### config.mk
export PLATFORM = sky130hd
export DESIGN_NAME = pipe_hazard_ctrl
export DESIGN_NICKNAME = d
export VERILOG_FILES = /design/src/rtl/pipe_hazard_ctrl_pkg.sv /design/src/rtl/pipe_sat_counter.sv /design/src/rtl/pipe_hazard_ctrl.sv
export SDC_FILE = /design/constraint.sdc
export NUM_CORES = 1
export LEC_CHECK = 0
export CAP_MARGIN = 20
export CORE_MARGIN = 2
export CORE_UTILIZATION = 52
export CTS_CLUSTER_SIZE = 25
export DETAILED_ROUTE_END_ITERATION = 10
export GPL_ROUTABILITY_DRIVEN = 0
export PLACE_DENSITY_LB_ADDON = 0.25
export SLEW_MARGIN = 30
export SYNTH_ARGS = -nofsm -noshare
export SYNTH_HDL_FRONTEND = slang
export SYNTH_SLANG_ARGS = --single-unit
export TNS_END_PERCENT = 20
### constraint.sdc
create_clock -name clk -period 3.6 [get_ports clk]
set_input_delay 0.36 -clock clk [delete_from_list [all_inputs] [get_ports clk]]
set_output_delay 0.36 -clock clk [all_outputs]
set_load 0.1 [all_outputs]
### src/rtl/pipe_hazard_ctrl_pkg.sv
// Shared pipeline package: buffer-register payloads plus the hazard sequencer's
// state and action encodings.
package pipe_hazard_ctrl_pkg;

    localparam logic [31:0] NOP_INSTR = 32'h0000_0013;

    typedef struct packed {
        logic [31:0] pc;
        logic [31:0] instr;
    } if_id_t;

    typedef struct packed {
        logic reg_write;
        logic mem_to_reg;
        logic mem_read;
        logic mem_write;
        logic branch;
        logic alu_src;
    } id_ex_ctrl_t;

    typedef enum logic [1:0] {
        HZ_RUN      = 2'd0,
        HZ_MEM_WAIT = 2'd1,
        HZ_REDIRECT = 2'd2
    } hz_state_e;

    typedef enum logic [2:0] {
        ACT_NONE     = 3'd0,
        ACT_FREEZE   = 3'd1,
        ACT_BRANCH   = 3'd2,
        ACT_LOAD_USE = 3'd3,
        ACT_REFILL   = 3'd4
    } hz_act_e;

    // rd of a load in EX feeding an operand the ID instruction really reads; x0 never hazards
    function automatic logic load_use_hazard(
        input logic       mem_read,
        input logic [4:0] rd,
        input logic [4:0] rs1,
        input logic       uses_rs1,
        input logic [4:0] rs2,
        input logic       uses_rs2
    );
        return mem_read && (rd != 5'd0) &&
               ((uses_rs1 && (rd == rs1)) || (uses_rs2 && (rd == rs2)));
    endfunction

endpackage

### src/rtl/pipe_sat_counter.sv
// Saturating up-counter used for the pipeline performance counters.
module pipe_sat_counter #(
    parameter int CNT_W = 32
) (
    input  logic             clk,
    input  logic             reset,
    input  logic             clear,
    input  logic             inc,
    output logic [CNT_W-1:0] count
);

    localparam logic [CNT_W-1:0] CNT_MAX = {CNT_W{1'b1}};
    localparam logic [CNT_W-1:0] CNT_ONE = {{(CNT_W-1){1'b0}}, 1'b1};

    logic [CNT_W-1:0] count_r;

    // count register: sticks at all-ones instead of wrapping
    always_ff @(posedge clk or posedge reset) begin
        if (reset) begin
            count_r <= {CNT_W{1'b0}};
        end else if (clear) begin
            count_r <= {CNT_W{1'b0}};
        end else if (inc && (count_r != CNT_MAX)) begin
            count_r <= count_r + CNT_ONE;
        end else begin
            count_r <= count_r;
        end
    end

    assign count = count_r;

endmodule

### src/rtl/pipe_hazard_ctrl.sv
// Stall/flush sequencer for the 5-stage RV32I pipeline: load-use bubbles,
// taken-branch redirects and data-memory wait freezes, with perf counters.
module pipe_hazard_ctrl
    import pipe_hazard_ctrl_pkg::*;
#(
    parameter int REDIRECT_CYCLES = 1,
    parameter int MEM_TIMEOUT     = 255,
    parameter int CNT_W           = 32
) (
    input  logic             clk,
    input  logic             reset,
    input  logic [4:0]       id_rs1,
    input  logic [4:0]       id_rs2,
    input  logic             id_uses_rs1,
    input  logic             id_uses_rs2,
    input  logic             ex_mem_read,
    input  logic [4:0]       ex_rd,
    input  logic             ex_branch_taken,
    input  logic             mem_req,
    input  logic             mem_ready,
    output logic             pc_write,
    output logic             if_id_write,
    output logic             if_id_flush,
    output logic             id_ex_write,
    output logic             id_ex_flush,
    output logic             ex_mem_hold,
    output logic             mem_wb_bubble,
    output logic [1:0]       ctrl_state,
    output logic [CNT_W-1:0] stall_cycles,
    output logic [CNT_W-1:0] flush_events,
    output logic             mem_timeout
);

    localparam int               TMO_W      = (MEM_TIMEOUT > 0) ? $clog2(MEM_TIMEOUT + 1) : 1;
    localparam logic [TMO_W-1:0] TMO_LIMIT  = TMO_W'(MEM_TIMEOUT);
    localparam logic [TMO_W-1:0] TMO_ONE    = TMO_W'(1);
    localparam logic             TMO_EN     = (MEM_TIMEOUT > 0);
    localparam logic             REDIR_EN   = (REDIRECT_CYCLES > 0);
    localparam logic [2:0]       REDIR_LOAD = (REDIRECT_CYCLES > 0) ? 3'(REDIRECT_CYCLES - 1) : 3'd0;

    hz_state_e        state_r, state_nxt_s;
    hz_act_e          act_s;
    logic [2:0]       redir_cnt_r, redir_nxt_s;
    logic [TMO_W-1:0] tmo_cnt_r;
    logic             tmo_clr_s, tmo_inc_s, tmo_hit_s;
    logic             mem_timeout_r;
    logic             mem_stall_s, load_use_s;

    assign mem_stall_s = mem_req && !mem_ready;
    assign load_use_s  = load_use_hazard(ex_mem_read, ex_rd, id_rs1, id_uses_rs1,
                                         id_rs2, id_uses_rs2);
    assign tmo_hit_s   = tmo_inc_s && ((tmo_cnt_r + TMO_ONE) == TMO_LIMIT);

    // state, redirect countdown, wait timer and sticky timeout flag
    always_ff @(posedge clk or posedge reset) begin
        if (reset) begin
            state_r       <= HZ_RUN;
            redir_cnt_r   <= 3'd0;
            tmo_cnt_r     <= {TMO_W{1'b0}};
            mem_timeout_r <= 1'b0;
        end else begin
            state_r     <= state_nxt_s;
            redir_cnt_r <= redir_nxt_s;
            if (tmo_clr_s) begin
                tmo_cnt_r <= {TMO_W{1'b0}};
            end else if (tmo_inc_s) begin
                tmo_cnt_r <= tmo_cnt_r + TMO_ONE;
            end else begin
                tmo_cnt_r <= tmo_cnt_r;
            end
            mem_timeout_r <= mem_timeout_r || tmo_hit_s;
        end
    end

    // next state and the action taken this cycle; memory wait beats branch beats load-use
    always_comb begin
        state_nxt_s = HZ_RUN;
        redir_nxt_s = redir_cnt_r;
        act_s       = ACT_NONE;
        tmo_clr_s   = 1'b0;
        tmo_inc_s   = 1'b0;
        case (state_r)
            HZ_RUN: begin
                if (mem_stall_s) begin
                    act_s       = ACT_FREEZE;
                    state_nxt_s = HZ_MEM_WAIT;
                    tmo_clr_s   = 1'b1;
                end else if (ex_branch_taken) begin
                    act_s       = ACT_BRANCH;
                    state_nxt_s = REDIR_EN ? HZ_REDIRECT : HZ_RUN;
                    redir_nxt_s = REDIR_LOAD;
                end else if (load_use_s) begin
                    act_s       = ACT_LOAD_USE;
                    state_nxt_s = HZ_RUN;
                end else begin
                    act_s       = ACT_NONE;
                    state_nxt_s = HZ_RUN;
                end
            end
            HZ_MEM_WAIT: begin
                if (!mem_ready) begin
                    act_s       = ACT_FREEZE;
                    state_nxt_s = HZ_MEM_WAIT;
                    tmo_inc_s   = TMO_EN && (tmo_cnt_r != TMO_LIMIT);
                end else if (ex_branch_taken) begin
                    // the branch was frozen in EX for the whole wait and resolves now
                    act_s       = ACT_BRANCH;
                    state_nxt_s = REDIR_EN ? HZ_REDIRECT : HZ_RUN;
                    redir_nxt_s = REDIR_LOAD;
                end else begin
                    act_s       = ACT_NONE;
                    state_nxt_s = HZ_RUN;
                end
            end
            HZ_REDIRECT: begin
                if (mem_stall_s) begin
                    // PC already holds the target, so the leftover refill count is dropped
                    act_s       = ACT_FREEZE;
                    state_nxt_s = HZ_MEM_WAIT;
                    tmo_clr_s   = 1'b1;
                end else if (redir_cnt_r == 3'd0) begin
                    act_s       = ACT_REFILL;
                    state_nxt_s = HZ_RUN;
                end else begin
                    act_s       = ACT_REFILL;
                    state_nxt_s = HZ_REDIRECT;
                    redir_nxt_s = redir_cnt_r - 3'd1;
                end
            end
            default: begin
                act_s       = ACT_NONE;
                state_nxt_s = HZ_RUN;
            end
        endcase
    end

    // buffer-register controls decoded from the action; reset forces a safe bubble
    always_comb begin
        pc_write      = 1'b1;
        if_id_write   = 1'b1;
        id_ex_write   = 1'b1;
        if_id_flush   = 1'b0;
        id_ex_flush   = 1'b0;
        ex_mem_hold   = 1'b0;
        mem_wb_bubble = 1'b0;
        if (reset) begin
            pc_write      = 1'b0;
            if_id_write   = 1'b0;
            id_ex_write   = 1'b0;
            if_id_flush   = 1'b1;
            id_ex_flush   = 1'b1;
            mem_wb_bubble = 1'b1;
        end else begin
            case (act_s)
                ACT_FREEZE: begin
                    pc_write      = 1'b0;
                    if_id_write   = 1'b0;
                    id_ex_write   = 1'b0;
                    ex_mem_hold   = 1'b1;
                    mem_wb_bubble = 1'b1;
                end
                ACT_BRANCH: begin
                    if_id_flush = 1'b1;
                    id_ex_flush = 1'b1;
                end
                ACT_LOAD_USE: begin
                    pc_write    = 1'b0;
                    if_id_write = 1'b0;
                    id_ex_flush = 1'b1;
                end
                ACT_REFILL: begin
                    if_id_flush = 1'b1;
                end
                ACT_NONE: begin
                    pc_write = 1'b1;
                end
                default: begin
                    pc_write = 1'b1;
                end
            endcase
        end
    end

    pipe_sat_counter #(.CNT_W(CNT_W)) u_stall_cnt (
        .clk   (clk),
        .reset (reset),
        .clear (1'b0),
        .inc   (!pc_write),
        .count (stall_cycles)
    );

    pipe_sat_counter #(.CNT_W(CNT_W)) u_flush_cnt (
        .clk   (clk),
        .reset (reset),
        .clear (1'b0),
        .inc   (act_s == ACT_BRANCH),
        .count (flush_events)
    );

    assign ctrl_state  = state_r;
    assign mem_timeout = mem_timeout_r;

endmodule

# After elaboration in Yosys (flattened, before gate mapping)
# Cells that the tools add are included.
# word_totals
regBits	78
in_bits	23
out_inout_bits	74
word_cells	84
# op_classes
n_addsub	4
n_eq_ne	16
muxes	36
n_reduce_logical	22
# op_table
cell	count
$add 32x1->32 const B	2
$ne 32x32->1 const B	2
$mux 2	10
$mux 3	6
$pmux 3 s3	2
$mux 8	2
$mux 1	15
$eq 5x5->1	2
$add 8x1->8 const B	1
$eq 8x8->1 const B	1
$logic_and 1x1->1	8
$ne 2x2->1 const B	4
$ne 8x8->1 const B	1
$reduce_or 2->1	4
$eq 3x2->1 const B	2
$pmux 2 s3	1
$reduce_and 5->1	1
$reduce_bool 5->1	1
$eq 3x1->1 const B	1
$eq 3x3->1 const B	1
$logic_not 3->1	1
$reduce_bool 3->1	1
$sub 3x1->3 const B	1
$eq 2x1->1 const B	1
5 further kinds	7

# Depth between registers and ports, before layout
# depth
word_depth	14
depth_mapped	8
ltp_nobuf	8

# Hierarchy
# Synthesis repeated with hierarchy kept, for this count alone.
# unflattened
hier_cells	487
hier_area_um2	4506.8
# by_module_without_submodules
mod	instances	cells_each	area_each_um2	seq_area_each_um2
pipe_sat_counter	2	186	1740.4	800.8
pipe_hazard_ctrl	1	115	1026.0	350.3

# Worst setup path before layout
# OpenSTA, ideal clock, no wires.
# synth_path
path_kind	register -> output
from	register state_r[1] (netlist: ctrl_state[1])
to	output pc_write
arrival_time_ns	4.073
required_ns	3.240
setup_slack_ns	-0.833
stages_incl_launch_ff	9
n_path_buf	2
cell_sequence	dfrtp_1 > nand2b_1 > a21oi_1 > or2_2 > inv_1 > o21ai_1 > clkbuf_1 > inv_1 > buf_4
# synth_between
elab_chain_cells	6
elab_cells_between_ends	9
cone_classes	eq/ne (4); mux (3); reduce/logical (2)
# synth_lines
item	line_no	rtl
start: declaration	pipe_hazard_ctrl.sv:41	hz_state_e state_r, state_nxt_s;
start signal: assignment	pipe_hazard_ctrl.sv:62	state_r <= state_nxt_s;
$eq 2x2->1, or another cell as far along	pipe_hazard_ctrl.sv:82	case (state_r)
$pmux 3 s3 (*)	pipe_hazard_ctrl.sv:82	
$eq 3x1->1 / $eq 3x2->1 (equally long branches)	--	
$reduce_or 2->1 (no source line) (*)	--	
$mux 1 (*) (2 in a row)	--	
end: declaration	pipe_hazard_ctrl.sv:21	output logic pc_write,
# Every way passes the cells marked *; elsewhere a longest branch is shown, timed or not.

# Worst setup path after layout
# layout_path
from	input ex_rd[2]
to	output id_ex_flush
# layout_between
elab_chain_cells	12
elab_cells_between_ends	17
cone_classes	eq/ne (4); mux (6); reduce/logical (7)
# layout_lines
item	line_no	rtl
start: declaration	pipe_hazard_ctrl.sv:17	input logic [4:0] ex_rd,
$eq 5x5->1	pipe_hazard_ctrl_pkg.sv:45	((uses_rs1 && (rd == rs1)) || (uses_rs2 && (rd == rs2)));
$logic_and 1x1->1	pipe_hazard_ctrl_pkg.sv:45	
$logic_or 1x1->1	pipe_hazard_ctrl_pkg.sv:45	
$logic_and 1x1->1 (*)	pipe_hazard_ctrl_pkg.sv:44	return mem_read && (rd != 5'd0) &&
$mux 2 (*)	pipe_hazard_ctrl.sv:92	end else if (load_use_s) begin
$mux 2 (*)	pipe_hazard_ctrl.sv:88	end else if (ex_branch_taken) begin
$mux 2 (*)	pipe_hazard_ctrl.sv:84	if (mem_stall_s) begin
$pmux 3 s3 (*)	pipe_hazard_ctrl.sv:82	
$eq 3x2->1	pipe_hazard_ctrl.sv:154	case (act_s)
$reduce_or 2->1 (no source line) (*)	--	
$mux 1 (*)	pipe_hazard_ctrl.sv:154	
$mux 1 (*)	pipe_hazard_ctrl.sv:146	if (reset) begin
end: declaration	pipe_hazard_ctrl.sv:25	output logic id_ex_flush,
# Marks and branches as above.

==> impl_metrics.py <==
metrics = {
    "outcome": {
        "status": "finished clean",
    },
    "synth": {
        "yosysWarningCount": 0,
        "synth_fp_nets": 438,
        "syn_area_per_cell_um2": 10.1,
        "synth-seq-cells": 78,
        "synth_top_family_by_area": "simple AND/OR/NAND/NOR gates",
        "ys_types": 46,
        "synth_mux_area_share_pct": 0.638,
        "synth_compound_area_share_pct": 4.37,
        "synth_adder_area_share_pct": 1.82,
        "synth-edff-count": 0,
        "synthArstFlopShare_pct": 100,
        "ys_seq_area_share_pct": 47.4,
        "yosys_most_used_dff": "dfrtp_1",
        "synthSimpleGateAreaFrac_pct": 27.4,
        "synth_cells": 409,
        "netlist_area_um2": 4120,
        "yosys.area_share.xor_xnor_pct": 16.4,
    },
    "cts": {
        "cts_hold_buffers": 0,
        "insertion_delay_ns": 0.35,
        "cts_resized": 0,
        "clkSlewWorstSetupHoldPaths_ns": 0.08,
        "root_buffer": "clkbuf_8",
        "cts.path.max_buffers": 2,
        "htree_levels": 3,
        "clock_sinks": 78,
        "post-cts-setup-buffers": 0,
        "cts_tree": "yes",
        "cts_buffers": 9,
    },
    "place": {
        "port_buffers": 96,
        "place_ws_ns": 0.631,
        "hpwl_um": 7020,
    },
    "sta": {
        "setup_violations": 0,
        "fmax_mhz": 354,
        "rsz0062_at_grt": "no",
        "fin_ws_ns": 0.772,
        "maxSlewViolCount": 0,
        "skew_ns": 0.0143,
        "finalCriticalPeriod_ns": 2.83,
        "tightestPinTransition_ns": 0.998,
        "slew_headroom_pct": 33.3,
        "period_share_pct": 78.6,
        "finalHoldViolations": 0,
        "fin_hold_ws_ns": 0.363,
    },
    "cells_and_area": {
        "layout.cells.most_common_list": "89 x clkdlybuf4s50_1, 76 x dfrtp_1, 48 x xnor2_1, 39 x nand3_1, 33 x nand2_1",
        "layout-drive-gt1-share_pct": 8.33,
        "antennaDiodeCount": 0,
        "final_common_cell": "clkdlybuf4s50_1",
        "syn2layout_area_growth_pct": 32.9,
        "final_nets": 540,
    },
    "job": {
        "drv_cap": 0,
    },
    "setup_path": {
        "cp_max_fo": 10,
        "arrival_ns": 2.47,
        "reg2reg_depth": 6,
        "required_ns": 3.24,
        "r2r-end": "u_stall_cnt.count[1]",
        "r2r_start": "u_stall_cnt.count[14]",
        "start_kind": "primary input",
        "r2r_slack_ns": 1.03,
        "critical_path_class": "primary input to output pin",
        "cp-end-kind": "output pin",
    },
    "floorplanning": {
        "die_x_um": 93,
        "ios": 97,
        "coreArea_um2": 7690,
        "dieArea_um2": 8650,
        "start_util_pct": 53.6,
        "num_rows": 32,
        "die_h_um": 93,
    },
    "route": {
        "drt_iter0_markers": 144,
        "route.vias.total": 3447,
        "ant_nets": 0,
        "drc": 0,
        "post_drt_wl_per_cell_um": 15.6,
        "finalWirelength_um": 9630,
        "via_per_inst": 5.58,
        "dr.pass1.iters": 4,
    },
    "global_routing": {
        "grt_start_max_net_pins": 42,
        "grt_pass1_vias": 3359,
        "antenna_found_initial": 0,
        "grt_usage_pct": 23.5,
        "grt_pass1_wl_um": 16400,
        "grt_overflow_total": 0,
    },
    "min_path": {
        "min_path_type": "primary input to asynchronous set/reset pin",
    },
    "power_and_ir_drop": {
        "p_per_area_nw_per_um2": 545,
        "p_leak_uw": 0.00225,
        "vdd_drop_max_mv": 0.932,
    },
}
[critical path: stages]
cell and delay, ns:
clkdlybuf4s50_1 0.48, xor2_1 0.19, nor4_1 0.29, a32oi_1 0.22, o41a_1 0.55, nand2_1 0.18, buf_12 0.19
[worst max-delay path by stage]
stage / startpoint / end / slack (ns)
CTS: ex_rd[2] / id_ex_flush / 0.76
detailed placement: ex_rd[2] / u_flush_cnt.count[1] / 0.63
global route: ex_rd[2] / id_ex_flush / 0.68
floorplan: ctrl_state[1] / pc_write / -0.01
finish: ex_rd[2] / id_ex_flush / 0.77
global placement: ex_rd[2] / u_flush_cnt.count[1] / 0.74
[through the flow]
step | utilization [%] | instance area, um2 | std cells | total power (uW) | setup TNS (ns)
3_5_place_dp | 68.2 | 5240 | 602 | 2250 | 0
5_1_grt | 71.2 | 5470 | 618 | 3110 | 0
4_1_cts | 71.2 | 5470 | 618 | 3000 | 0
2_1_floorplan | - | 4160 | 409 | 1960 | -0.0125
6_report | 71.2 | 5470 | 618 | 2980 | 0
3_3_place_gp | 68.2 | 5240 | 602 | 2230 | 0
[cell usage after synthesis (8+ instances only)]
library cell	n	area, um2
o21ai_0	10	50.1
and3_1	19	119
nand2_1	33	124
xor2_1	29	254
nor3_1	13	65.1
nand2b_1	8	50.1
dfrtp_1	78	1950
nor2_1	17	63.8
clkbuf_1	8	30.0
and4_1	10	87.6
nand4_1	27	169
inv_1	8	30.0
nand3_1	39	195
xnor2_1	48	420
[flip-flops by register name, indices dropped and copies added (netlist names)]
signal and flops:
ctrl_state 2, u_flush_cnt.count 32, redir_cnt_r 3, tmo_cnt_r 8, u_stall_cnt.count 32, mem_timeout 1
[report_power, final]
part	internal, uW	switching, uW
Sequential	975	133
Combinational	304	823
Clock	413	333
[final cells by class]
type | instances | area (um2)
Fill cell | 589 | 2210
Multi-Input combinational cell | 312 | 2090
Sequential cell | 78 | 1950
Timing Repair Buffer | 102 | 1030
Clock buffer | 10 | 138
Tap cell | 102 | 128
Clock inverter | 6 | 92.6
Inverter | 8 | 41.3
[cell families after synthesis]
logic type | Yosys count
DFF | 78
xor gates and xnor gates | 77
buffers and inverters | 19
muxes | 2
AOI/OAI and AO/OA | 26
adders and majority gates | 6
and+or+nand+nor | 201
[metal layers]
layer | global-route usage [%] | wire length (um)
met1 | 31.6 | 4140
met2 | 40.5 | 4990
met3 | 3.14 | 371
met4 | 6.13 | 122
met5 | 0 | 0
No activity file was read; power rests on OpenSTA's default activity.
